File: src/rtl/train_scheduler.sv
// train_scheduler: sequences TRAIN/TEST phases over epochs, issues sample tokens, tracks in-flight samples.
// Optional macro SCHED_LR_DECAY_EN enables step-decay of the learning rate every DECAY_EPOCHS epochs.
`default_nettype none

module train_scheduler #(
    parameter int             WV           = 4,
    parameter int             CW           = 16,
    parameter int             MAX_INFLIGHT = 4,
    parameter logic [WV-1:0]  LR_INIT      = 4'b0100,
    parameter logic [WV-1:0]  LR_MIN       = 4'b0001,
    parameter int             DECAY_EPOCHS = 2
) (
    input  logic          iCLK,
    input  logic          iRST,
    input  logic          iStart,
    input  logic [CW-1:0] iNumTrain,
    input  logic [CW-1:0] iNumTest,
    input  logic [CW-1:0] iNumEpoch,
    output logic          oMode,
    output logic [WV-1:0] oLR,
    output logic          oValid_Sample,
    input  logic          iReady_Sample,
    output logic [CW-1:0] oData_Sample,
    input  logic          iValid_Done,
    output logic          oReady_Done,
    output logic [CW-1:0] oEpoch,
    output logic          oBusy,
    output logic          oDone
);

    typedef enum logic [2:0] {
        S_IDLE    = 3'd0,
        S_TRAIN   = 3'd1,
        S_DRAIN_T = 3'd2,
        S_TEST    = 3'd3,
        S_DRAIN_E = 3'd4,
        S_DONE    = 3'd5
    } state_t;

    localparam logic          MODE_TRAIN     = 1'b1;
    localparam logic          MODE_TEST      = 1'b0;
    localparam logic [CW-1:0] C_MAX_INFLIGHT = CW'(MAX_INFLIGHT);

    state_t        state_q;
    logic          mode_q;
    logic [WV-1:0] lr_q;
    logic [CW-1:0] issued_q;
    logic [CW-1:0] inflight_q;
    logic [CW-1:0] epoch_q;
    logic          done_q;
    logic [CW-1:0] num_train_q;
    logic [CW-1:0] num_test_q;
    logic [CW-1:0] num_epoch_q;

    logic          w_phase;
    logic [CW-1:0] w_limit;
    logic          w_valid;
    logic          w_issue;
    logic          w_complete;
    logic [CW-1:0] w_epoch_d;
    logic [WV-1:0] w_lr_d;

    always_comb begin
        w_phase    = (state_q == S_TRAIN) || (state_q == S_TEST);
        w_limit    = (state_q == S_TRAIN) ? num_train_q : num_test_q;
        w_valid    = w_phase && (issued_q < w_limit) && (inflight_q < C_MAX_INFLIGHT);
        w_issue    = w_valid && iReady_Sample;
        w_complete = iValid_Done && (inflight_q != '0);
        w_epoch_d  = epoch_q + CW'(1);
    end

`ifdef SCHED_LR_DECAY_EN
    logic [CW-1:0] decay_q;
    logic [CW-1:0] w_decay_d;
    logic          w_decay_wrap;
    logic [WV-1:0] w_lr_half;

    always_comb begin
        w_decay_d    = decay_q + CW'(1);
        w_decay_wrap = (w_decay_d == CW'(DECAY_EPOCHS));
        w_lr_half    = lr_q >> 1;
        w_lr_d       = lr_q;
        if (w_decay_wrap) begin
            w_lr_d = (w_lr_half < LR_MIN) ? LR_MIN : w_lr_half;
        end
    end

    // Decay counter restarts on every accepted start so each run sees the same schedule.
    always_ff @(posedge iCLK) begin
        if (iRST) begin
            decay_q <= '0;
        end else if ((state_q == S_IDLE || state_q == S_DONE) && iStart) begin
            decay_q <= '0;
        end else if (state_q == S_DRAIN_E && inflight_q == '0) begin
            decay_q <= w_decay_wrap ? '0 : w_decay_d;
        end
    end
`else
    logic w_unused_cfg;
    assign w_unused_cfg = ^{LR_MIN, DECAY_EPOCHS};
    assign w_lr_d       = LR_INIT;
`endif

    always_ff @(posedge iCLK) begin
        if (iRST) begin
            state_q     <= S_IDLE;
            mode_q      <= MODE_TEST;
            lr_q        <= LR_INIT;
            issued_q    <= '0;
            inflight_q  <= '0;
            epoch_q     <= '0;
            done_q      <= 1'b0;
            num_train_q <= '0;
            num_test_q  <= '0;
            num_epoch_q <= '0;
        end else begin
            if (w_issue && !w_complete) begin
                inflight_q <= inflight_q + CW'(1);
            end else if (!w_issue && w_complete) begin
                inflight_q <= inflight_q - CW'(1);
            end
            if (w_issue) begin
                issued_q <= issued_q + CW'(1);
            end

            case (state_q)
                S_IDLE, S_DONE: begin
                    if (iStart) begin
                        num_train_q <= iNumTrain;
                        num_test_q  <= iNumTest;
                        num_epoch_q <= iNumEpoch;
                        epoch_q     <= '0;
                        lr_q        <= LR_INIT;
                        issued_q    <= '0;
                        if (iNumEpoch == '0) begin
                            state_q <= S_DONE;
                            done_q  <= 1'b1;
                            mode_q  <= MODE_TEST;
                        end else begin
                            state_q <= S_TRAIN;
                            done_q  <= 1'b0;
                            mode_q  <= MODE_TRAIN;
                        end
                    end
                end
                S_TRAIN: begin
                    if (issued_q == num_train_q) begin
                        state_q <= S_DRAIN_T;
                    end
                end
                // Mode only flips once the pipeline is empty, so no update lands under the wrong mode.
                S_DRAIN_T: begin
                    if (inflight_q == '0) begin
                        issued_q <= '0;
                        state_q  <= S_TEST;
                        mode_q   <= MODE_TEST;
                    end
                end
                S_TEST: begin
                    if (issued_q == num_test_q) begin
                        state_q <= S_DRAIN_E;
                    end
                end
                S_DRAIN_E: begin
                    if (inflight_q == '0) begin
                        issued_q <= '0;
                        epoch_q  <= w_epoch_d;
                        lr_q     <= w_lr_d;
                        if (w_epoch_d == num_epoch_q) begin
                            state_q <= S_DONE;
                            done_q  <= 1'b1;
                        end else begin
                            state_q <= S_TRAIN;
                            mode_q  <= MODE_TRAIN;
                        end
                    end
                end
                default: begin
                    state_q <= S_IDLE;
                end
            endcase
        end
    end

    assign oMode         = mode_q;
    assign oLR           = lr_q;
    assign oValid_Sample = w_valid;
    assign oData_Sample  = issued_q;
    assign oReady_Done   = (inflight_q != '0);
    assign oEpoch        = epoch_q;
    assign oBusy         = (state_q != S_IDLE) && (state_q != S_DONE);
    assign oDone         = done_q;

endmodule

`default_nettype wire

File: config.mk
export PLATFORM = sky130hd
export DESIGN_NAME = train_scheduler
export DESIGN_NICKNAME = d
export VERILOG_FILES = /design/src/rtl/train_scheduler.sv
export SDC_FILE = /design/constraint.sdc
export NUM_CORES = 1
export LEC_CHECK = 0
export BUFFER_PORTS_ARGS = -buffer_cell sky130_fd_sc_hd__buf_4
export CAP_MARGIN = 30
export CORE_MARGIN = 2
export CORE_UTILIZATION = 60
export CTS_CLUSTER_DIAMETER = 200
export DETAILED_ROUTE_END_ITERATION = 12
export PLACE_DENSITY = 0.83
export SLEW_MARGIN = 30
export SYNTH_ARGS = -nofsm -noshare
export SYNTH_HDL_FRONTEND = slang
export SYNTH_SLANG_ARGS = --single-unit
export TNS_END_PERCENT = 1
File: constraint.sdc
create_clock -name iCLK -period 12 [get_ports iCLK]
set_input_delay 0.6 -clock iCLK [delete_from_list [all_inputs] [get_ports iCLK]]
set_output_delay 0.6 -clock iCLK [all_outputs]
set_load 0.005 [all_outputs]
==> results of run 1 <==
==> metrics by stage <==
step           area [um2]  utilization  cells
2_1_floorplan        6551            -    827
3_3_place_gp         7176       0.6678   1010
3_5_place_dp         7176       0.6678   1010
4_1_cts              7367       0.6856   1026
5_1_grt              7367       0.6856   1026
6_report             7367       0.6856   1026
==> synthesized netlist by cell type (4+ instances only) <==
| library cell | instances |
|---|---|
| xnor2_1 | 18 |
| buf_1 | 4 |
| xor2_1 | 42 |
| o31ai_1 | 15 |
| nand2b_1 | 16 |
| nand2_1 | 138 |
| nor4_1 | 17 |
| a211o_1 | 5 |
| nand4_1 | 16 |
| o2111ai_1 | 6 |
| o311ai_1 | 11 |
| a21oi_1 | 97 |
| inv_1 | 10 |
| nor2b_1 | 8 |
| dfxtp_1 | 101 |
| or3_1 | 7 |
| ha_1 | 33 |
| a31oi_1 | 8 |
| nor3_1 | 17 |
| buf_4 | 7 |
| nor2_1 | 38 |
| nand3_1 | 24 |
| buf_2 | 9 |
| mux2i_1 | 19 |
| clkbuf_1 | 26 |
| a21o_1 | 9 |
| and3_1 | 12 |
| o21ai_0 | 24 |
| a311oi_1 | 5 |
| and4_1 | 9 |
| o21a_1 | 8 |
| o211ai_1 | 4 |
| and2_1 | 7 |
==> final cells by class <==
type,count,share of cell area
multi-input cells,666,0.5759
flip-flops and latches,101,0.2745
repair buffers,93,0.09477
well taps,140,0.02378
clock buffers,10,0.01868
clock inverters,6,0.007303
inverters,10,0.005095
==> power groups by stage <==
stage / Combinational [uW] / Clock (uW) / Sequential [uW]
6_report: 655 / 220 / 448
5_1_grt: 730 / 231 / 455
4_1_cts: 648 / 223 / 447
3_5_place_dp: 644 / 0 / 454
3_3_place_gp: 613 / 0 / 451
2_1_floorplan: 528 / 0 / 430
==> final timing paths <==
path	start	endpoint	slack, ns	depth (start not counted)
hold reg to reg	num_epoch_q[15]	num_epoch_q[15]	0.48	2
setup reg to reg	state_q[0]	inflight_q[15]	6.37	19
hold / removal	iNumTest[5]	num_test_q[5]	0.42	3
setup / recovery	state_q[0]	inflight_q[15]	6.37	19
==> cell families (layout without fill, tap and decap cells) <==
family,count (synthesis),in the layout,share of synthesized area
and+or+nand+nor,329,329,0.2497
xor gates and xnor gates,60,60,0.08031
buffers and inverters,60,119,0.04378
adders and majority gates,34,34,0.06616
DFF,101,101,0.3090
muxes,19,19,0.02906
AOI/OAI and AO/OA,220,220,0.2208
other,2,4,0.001148
==> routing by layer <==
layer  part of all wire  global-route usage
met3              0.071             0.06028
met4              0.029              0.1227
met2               0.47              0.5170
met5                  0                   0
met1               0.43              0.4044
==> worst max-delay path: stages, from the launching register on <==
cell,delay [ns]
dfxtp_1,0.61
nor3b_2,0.24
buf_4,0.31
mux2i_1,0.25
ha_1,0.27
a21o_1,0.17
a21o_1,0.17
a21oi_1,0.29
o2111ai_1,0.18
nor3b_1,0.35
ha_1,0.29
inv_1,0.28
ha_1,0.44
and3_1,0.22
a221oi_2,0.39
o2111ai_1,0.19
a41oi_1,0.33
xnor2_1,0.12
or3_1,0.31
a21oi_1,0.13
==> registers in the layout, indices dropped and copies added (netlist names) <==
name	cells
inflight_q	16
num_epoch_q	16
num_test_q	16
num_train_q	16
oData_Sample	16
oDone	1
oEpoch	16
oMode	1
state_q	3
==> results by group, run 1 <==
Run status
  • Outcome: finished clean

Clocking
  • Cts hold-fix bufs: 0
  • Post-CTS Setup Bufs: 0
  • TritonCTS clock tree: built
  • H-Tree Depth: 3
  • Clk slew on worst S/H paths: 0.11 ns
  • CTS Buf Count: 9
  • Clock Latency Late Sink: 0.41 ns
  • CTS sink cnt: 101
  • Post_cts resized: 0
  • Root buffer cell: clkbuf_8
  • Clock buffer depth: 2

Floorplanning
  • Core Area: 0.01075 mm2
  • Chip Height: 108.4 um
  • DIE AREA: 0.01176 mm2
  • Die width: 108.4 um
  • Io pins: 94
  • Initial Util: 0.6090
  • Rows: 38

Global routing
  • Gr ovfl total: 0
  • Initial antenna violation count: 0
  • Largest net degree at the start of global routing: 86
  • First-pass GRT wire length: 29210 um
  • GRT Util Overall: 0.3137
  • Vias in the first global route: 6036

Route
  • Drt total wl: 18120 um
  • 1st-iter DRT viols: 498
  • Drt wl/cell: 17.66 um
  • # DRC: 0
  • Antenna viol nets, final: 0
  • DR pass1 iterations: 5
  • Vias post-DR: 6491
  • Vias per cell: 6.327

Placement
  • Place WS: 6.490 ns
  • RePlAce Congestion: 0.9584
  • Final HPWL DP: 13200 um
  • Port bufs: 89

Synthesis
  • Syn Area/Cell: 7.932 um2
  • Synth Flop Type: dfxtp_1
  • Syn Std Cell Area: 0.006544 mm2
  • Yosys top cell area share: 0.3090
  • Yosys warnings: 0
  • Count of cell types in the netlist: 72
  • Post-Syn Instances: 825
  • Synth area leader: dfxtp_1
  • Post-synth EDFFs: 0
  • Post-synthesis async set-or-reset flop share: 0
  • Flops & latches, synth: 101
  • Largest cells by area after synthesis: dfxtp_1 (31%), nand2_1 (7.9%), a21oi_1 (7.4%)
  • Sequential area share after synthesis: 0.3090

Power and ir drop
  • Flop pwr share: 0.339
  • Total Power: 1323 uW
  • Switching Share: 0.4383
  • Power share of the combinational group: 0.495
  • Clk pwr share: 0.166
  • VDD IR max: 0.1869 mV
  • Psw: 580.0 uW
  • Leakage: 0.003048 uW
  • Cell internal pwr: 743.3 uW
  • Pwr Density: 179.6 mW/mm2

Timing
  • Final Cycle Share: 0.4692
  • Worst-margin pin slew: 0.9824 ns
  • Setup-failing EPs final: 0
  • Relative slew slack: 0.3427
  • Final Hold Viols: 0
  • Final worst slack: 6.370 ns
  • Fmax: 177.6 MHz
  • Hold_ws: 0.4234 ns
  • Fin crit period: 5.630 ns
  • RSZ-0062 raised after global routing: no
  • Skew final: 0.01810 ns
  • Fin Setup TNS: 0 ns
  • Pins Over Slew Limit: 0

Cells and area
  • Layout Nets: 968
  • Register area: 0.002022 mm2
  • Area of the multi-input gates: 0.004243 mm2
  • Share of cells above drive strength 1: 0.1388
  • Most frequent cells in the layout: nand2_1 (138), dfxtp_1 (101), a21oi_1 (97), buf_4 (93), xor2_1 (42)
  • Number of diodes: 0
  • Area Overhead vs Synth: 12.58%
  • Commonest non-fill, non-tap cell in the layout: nand2_1
  • Filler Cells Inserted: 932

Worst setup path
  • Crit path DAT: 5.96 ns
  • Crit path launch type: register
  • CP Capture Type: register
  • Critical path fanouts, max: 17
  • CP required: 12.33 ns
  • Setup CP Type: register to register

Min path
  • Worst min path class: input pin to register

Flow run
  • Max-cap violations: 0
No activity file was read; power rests on OpenSTA's default activity.
==> run 2, diff against run 1 <==
--- a/config.mk
+++ b/config.mk
@@ -8,10 +8,10 @@
 export BUFFER_PORTS_ARGS = -buffer_cell sky130_fd_sc_hd__buf_4
 export CAP_MARGIN = 30
 export CORE_MARGIN = 2
-export CORE_UTILIZATION = 60
+export CORE_UTILIZATION = 53
 export CTS_CLUSTER_DIAMETER = 200
 export DETAILED_ROUTE_END_ITERATION = 12
-export PLACE_DENSITY = 0.83
+export PLACE_DENSITY = 0.78
 export SLEW_MARGIN = 30
 export SYNTH_ARGS = -nofsm -noshare
 export SYNTH_HDL_FRONTEND = slang
==> constraint.sdc (replaced) <==
create_clock -name iCLK -period 5 [get_ports iCLK]
set_input_delay 0.25 -clock iCLK [delete_from_list [all_inputs] [get_ports iCLK]]
set_output_delay 0.25 -clock iCLK [all_outputs]
set_load 0.005 [all_outputs]
==> run 2 against run 1 <==
Net effect:
- core utilization is 4.7 points lower
- maximum frequency up 18%
- global-route usage shrank 4.8 points
- via count decreased by 1.7%
- clock skew is 0.0090 ns lower
- total power rose to 2.6 times the previous value
==> results by group, run 2 (synthesized netlist as in run 1, its figures left out) <==
Run status
  • Outcome: finished clean (unchanged)

Timing
  • Fmax: 209.5 MHz (was 177.6 MHz)
  • Relative slew slack: 0.3811 (was 0.3427)
  • Skew final: 0.009126 ns (was 0.01810 ns)
  • Pins Over Slew Limit: 0 (unchanged)
  • Setup-failing EPs final: 0 (unchanged)
  • Final worst slack: 0.2276 ns (was 6.370 ns)
  • Final Cycle Share: 0.9545 (was 0.4692)
  • Fin crit period: 4.772 ns (was 5.630 ns)
  • RSZ-0062 raised after global routing: yes (was no)
  • Final Hold Viols: 0 (unchanged)
  • Worst-margin pin slew: 0.9284 ns (was 0.9824 ns)

Cells and area
  • Fin util: 0.6386 (was 0.6856)
  • Commonest non-fill, non-tap cell in the layout: nand2_1 (unchanged)
  • Number of diodes: 0 (unchanged)
  • Layout Nets: 983 (was 968)
  • Area Overhead vs Synth: 17.23% (was 12.58%)
  • Share of cells above drive strength 1: 0.1654 (was 0.1388)
  • Most frequent cells in the layout: nand2_1 (138), buf_4 (107), dfxtp_1 (101), a21oi_1 (96), xor2_1 (42) (was nand2_1 (138), dfxtp_1 (101), a21oi_1 (97), buf_4 (93), xor2_1 (42))

Placement
  • RePlAce Congestion: 0.9005 (was 0.9584)
  • Final HPWL DP: 12390 um (was 13200 um)
  • Place WS: -0.08740 ns (was 6.490 ns)
  • Port bufs: 89 (unchanged)

Worst setup path
  • Crit path buf inv count: 2 (unchanged)
  • CP Capture Type: register (unchanged)
  • Setup CP Type: register to register (unchanged)
  • CP cell instances: nor3b_4, buf_4, mux2i_1, ha_1, a21o_1, a21o_1, a21oi_2, o2111ai_1, nor3b_2, ha_2, clkinvlp_4, ha_2, and3_1, a221oi_4, a21boi_0, o21a_1, o21ai_0, or3b_2, a21oi_1 (was nor3b_2, buf_4, mux2i_1, ha_1, a21o_1, a21o_1, a21oi_1, o2111ai_1, nor3b_1, ha_1, inv_1, ha_1, and3_1, a221oi_2, o2111ai_1, a41oi_1, xnor2_1, or3_1, a21oi_1)
  • Crit path launch type: register (unchanged)
  • CP required: 5.28 ns (was 12.33 ns)
  • Top delay family on crit path: compound AO/OA/AOI/OAI gates (unchanged)
  • Crit path DAT: 5.06 ns (was 5.96 ns)
  • Max incr delay on CP: 0.44 ns (was 0.61 ns)
  • Slowest-stage cell, CP: or3b_2 (was dfxtp_1)
  • Critical path fanouts, max: 6 (was 17)

Clocking
  • Clock buffer depth: 2 (unchanged)
  • Cts hold-fix bufs: 0 (unchanged)
  • H-Tree Depth: 3 (unchanged)
  • Root buffer cell: clkbuf_16 (was clkbuf_8)
  • CTS sink cnt: 101 (unchanged)
  • CTS Buf Count: 9 (unchanged)
  • TritonCTS clock tree: built (unchanged)
  • Clk slew on worst S/H paths: 0.08 ns (was 0.11 ns)
  • Clock Latency Late Sink: 0.36 ns (was 0.41 ns)

Route
  • # DRC: 0 (unchanged)
  • Drt wl/cell: 16.75 um (was 17.66 um)
  • 1st-iter DRT viols: 571 (was 498)
  • DR pass1 iterations: 6 (was 5)
  • Drt total wl: 17550 um (was 18120 um)
  • Antenna viol nets, final: 0 (unchanged)
  • Vias per cell: 6.090 (was 6.327)
  • Vias post-DR: 6382 (was 6491)

Floorplanning
  • Chip Height: 115.1 um (was 108.4 um)
  • Die width: 115.1 um (was 108.4 um)
  • Initial Util: 0.5448 (was 0.6090)
  • Rows: 40 (was 38)
  • Io pins: 94 (unchanged)
  • DIE AREA: 0.01325 mm2 (was 0.01176 mm2)
  • Core Area: 0.01201 mm2 (was 0.01075 mm2)

Power and ir drop
  • Total Power: 3487 uW (was 1323 uW)
  • Leakage: 0.003176 uW (was 0.003048 uW)
  • VDD IR max: 0.4091 mV (was 0.1869 mV)
  • Pwr Density: 454.6 mW/mm2 (was 179.6 mW/mm2)

Global routing
  • Gr ovfl total: 0 (unchanged)
  • Vias in the first global route: 5559 (was 6036)
  • First-pass GRT wire length: 28200 um (was 29210 um)
  • GRT Util Overall: 0.2657 (was 0.3137)
  • Initial antenna violation count: 0 (unchanged)
  • Largest net degree at the start of global routing: 86 (unchanged)

Flow run
  • Max-cap violations: 0 (unchanged)

Min path
  • Worst min path class: input pin to register (unchanged)
==> run 2: layout make-up <==
type | instances | area, um2
clock inverters | 7 | 68.82
well taps | 147 | 183.9
clock buffers | 9 | 225.2
multi-input cells | 666 | 4312
inverters | 10 | 41.29
flip-flops and latches | 101 | 2022
fillers | 1076 | 4340
repair buffers | 108 | 818.3
==> run 2: final timing paths <==
check        slack, ns  cells past startpoint             from               to
min reg2reg       0.47                      2  num_epoch_q[14]  num_epoch_q[14]
max               0.23                     19       state_q[0]    inflight_q[9]
max reg2reg       0.23                     19       state_q[0]    inflight_q[9]
min               0.13                      3      iNumTest[8]    num_test_q[8]
==> run 2: what timing repair did <==
action / 4_1_cts / 5_1_grt
cloned: 0 / 0
pin swaps: 0 / 1
endpoints found under the setup margin: 2 / 7
buffers inserted: 4 / 2
gates resized for setup: 1 / 12
==> run 2: power breakdown <==
part           switching, uW  total (uW)  internal, uW
registers                130        1060           931
logic                    984        1730           746
clock network            347         697           350
total                   1460        3490          2030
==> run 2: tightest hold or removal path, stage by stage <==
cell and delay (ns):
buf_4 0.11, nand2_1 0.04, a21oi_1 0.05
==> run 2: metrics by stage <==
step	setup TNS, ns	cells	hold WS [ns]	cell area [um2]
6_report	0	1048	0.1316	7671
5_1_grt	-0.01268	1048	0.1225	7671
4_1_cts	0	1046	0.1191	7601
3_5_place_dp	-0.08785	1026	0.4606	7273
3_3_place_gp	0	1024	0.4565	7251
2_1_floorplan	0	827	0.3860	6553
==> run 2: per-layer routing <==
metal,up-vias,track usage,wire [um]
met1,2978,0.3839,8048
met2,232,0.4016,8046
li1,3147,-,-
met3,25,0.05271,1130
met5,-,0,0
met4,0,0.07952,325
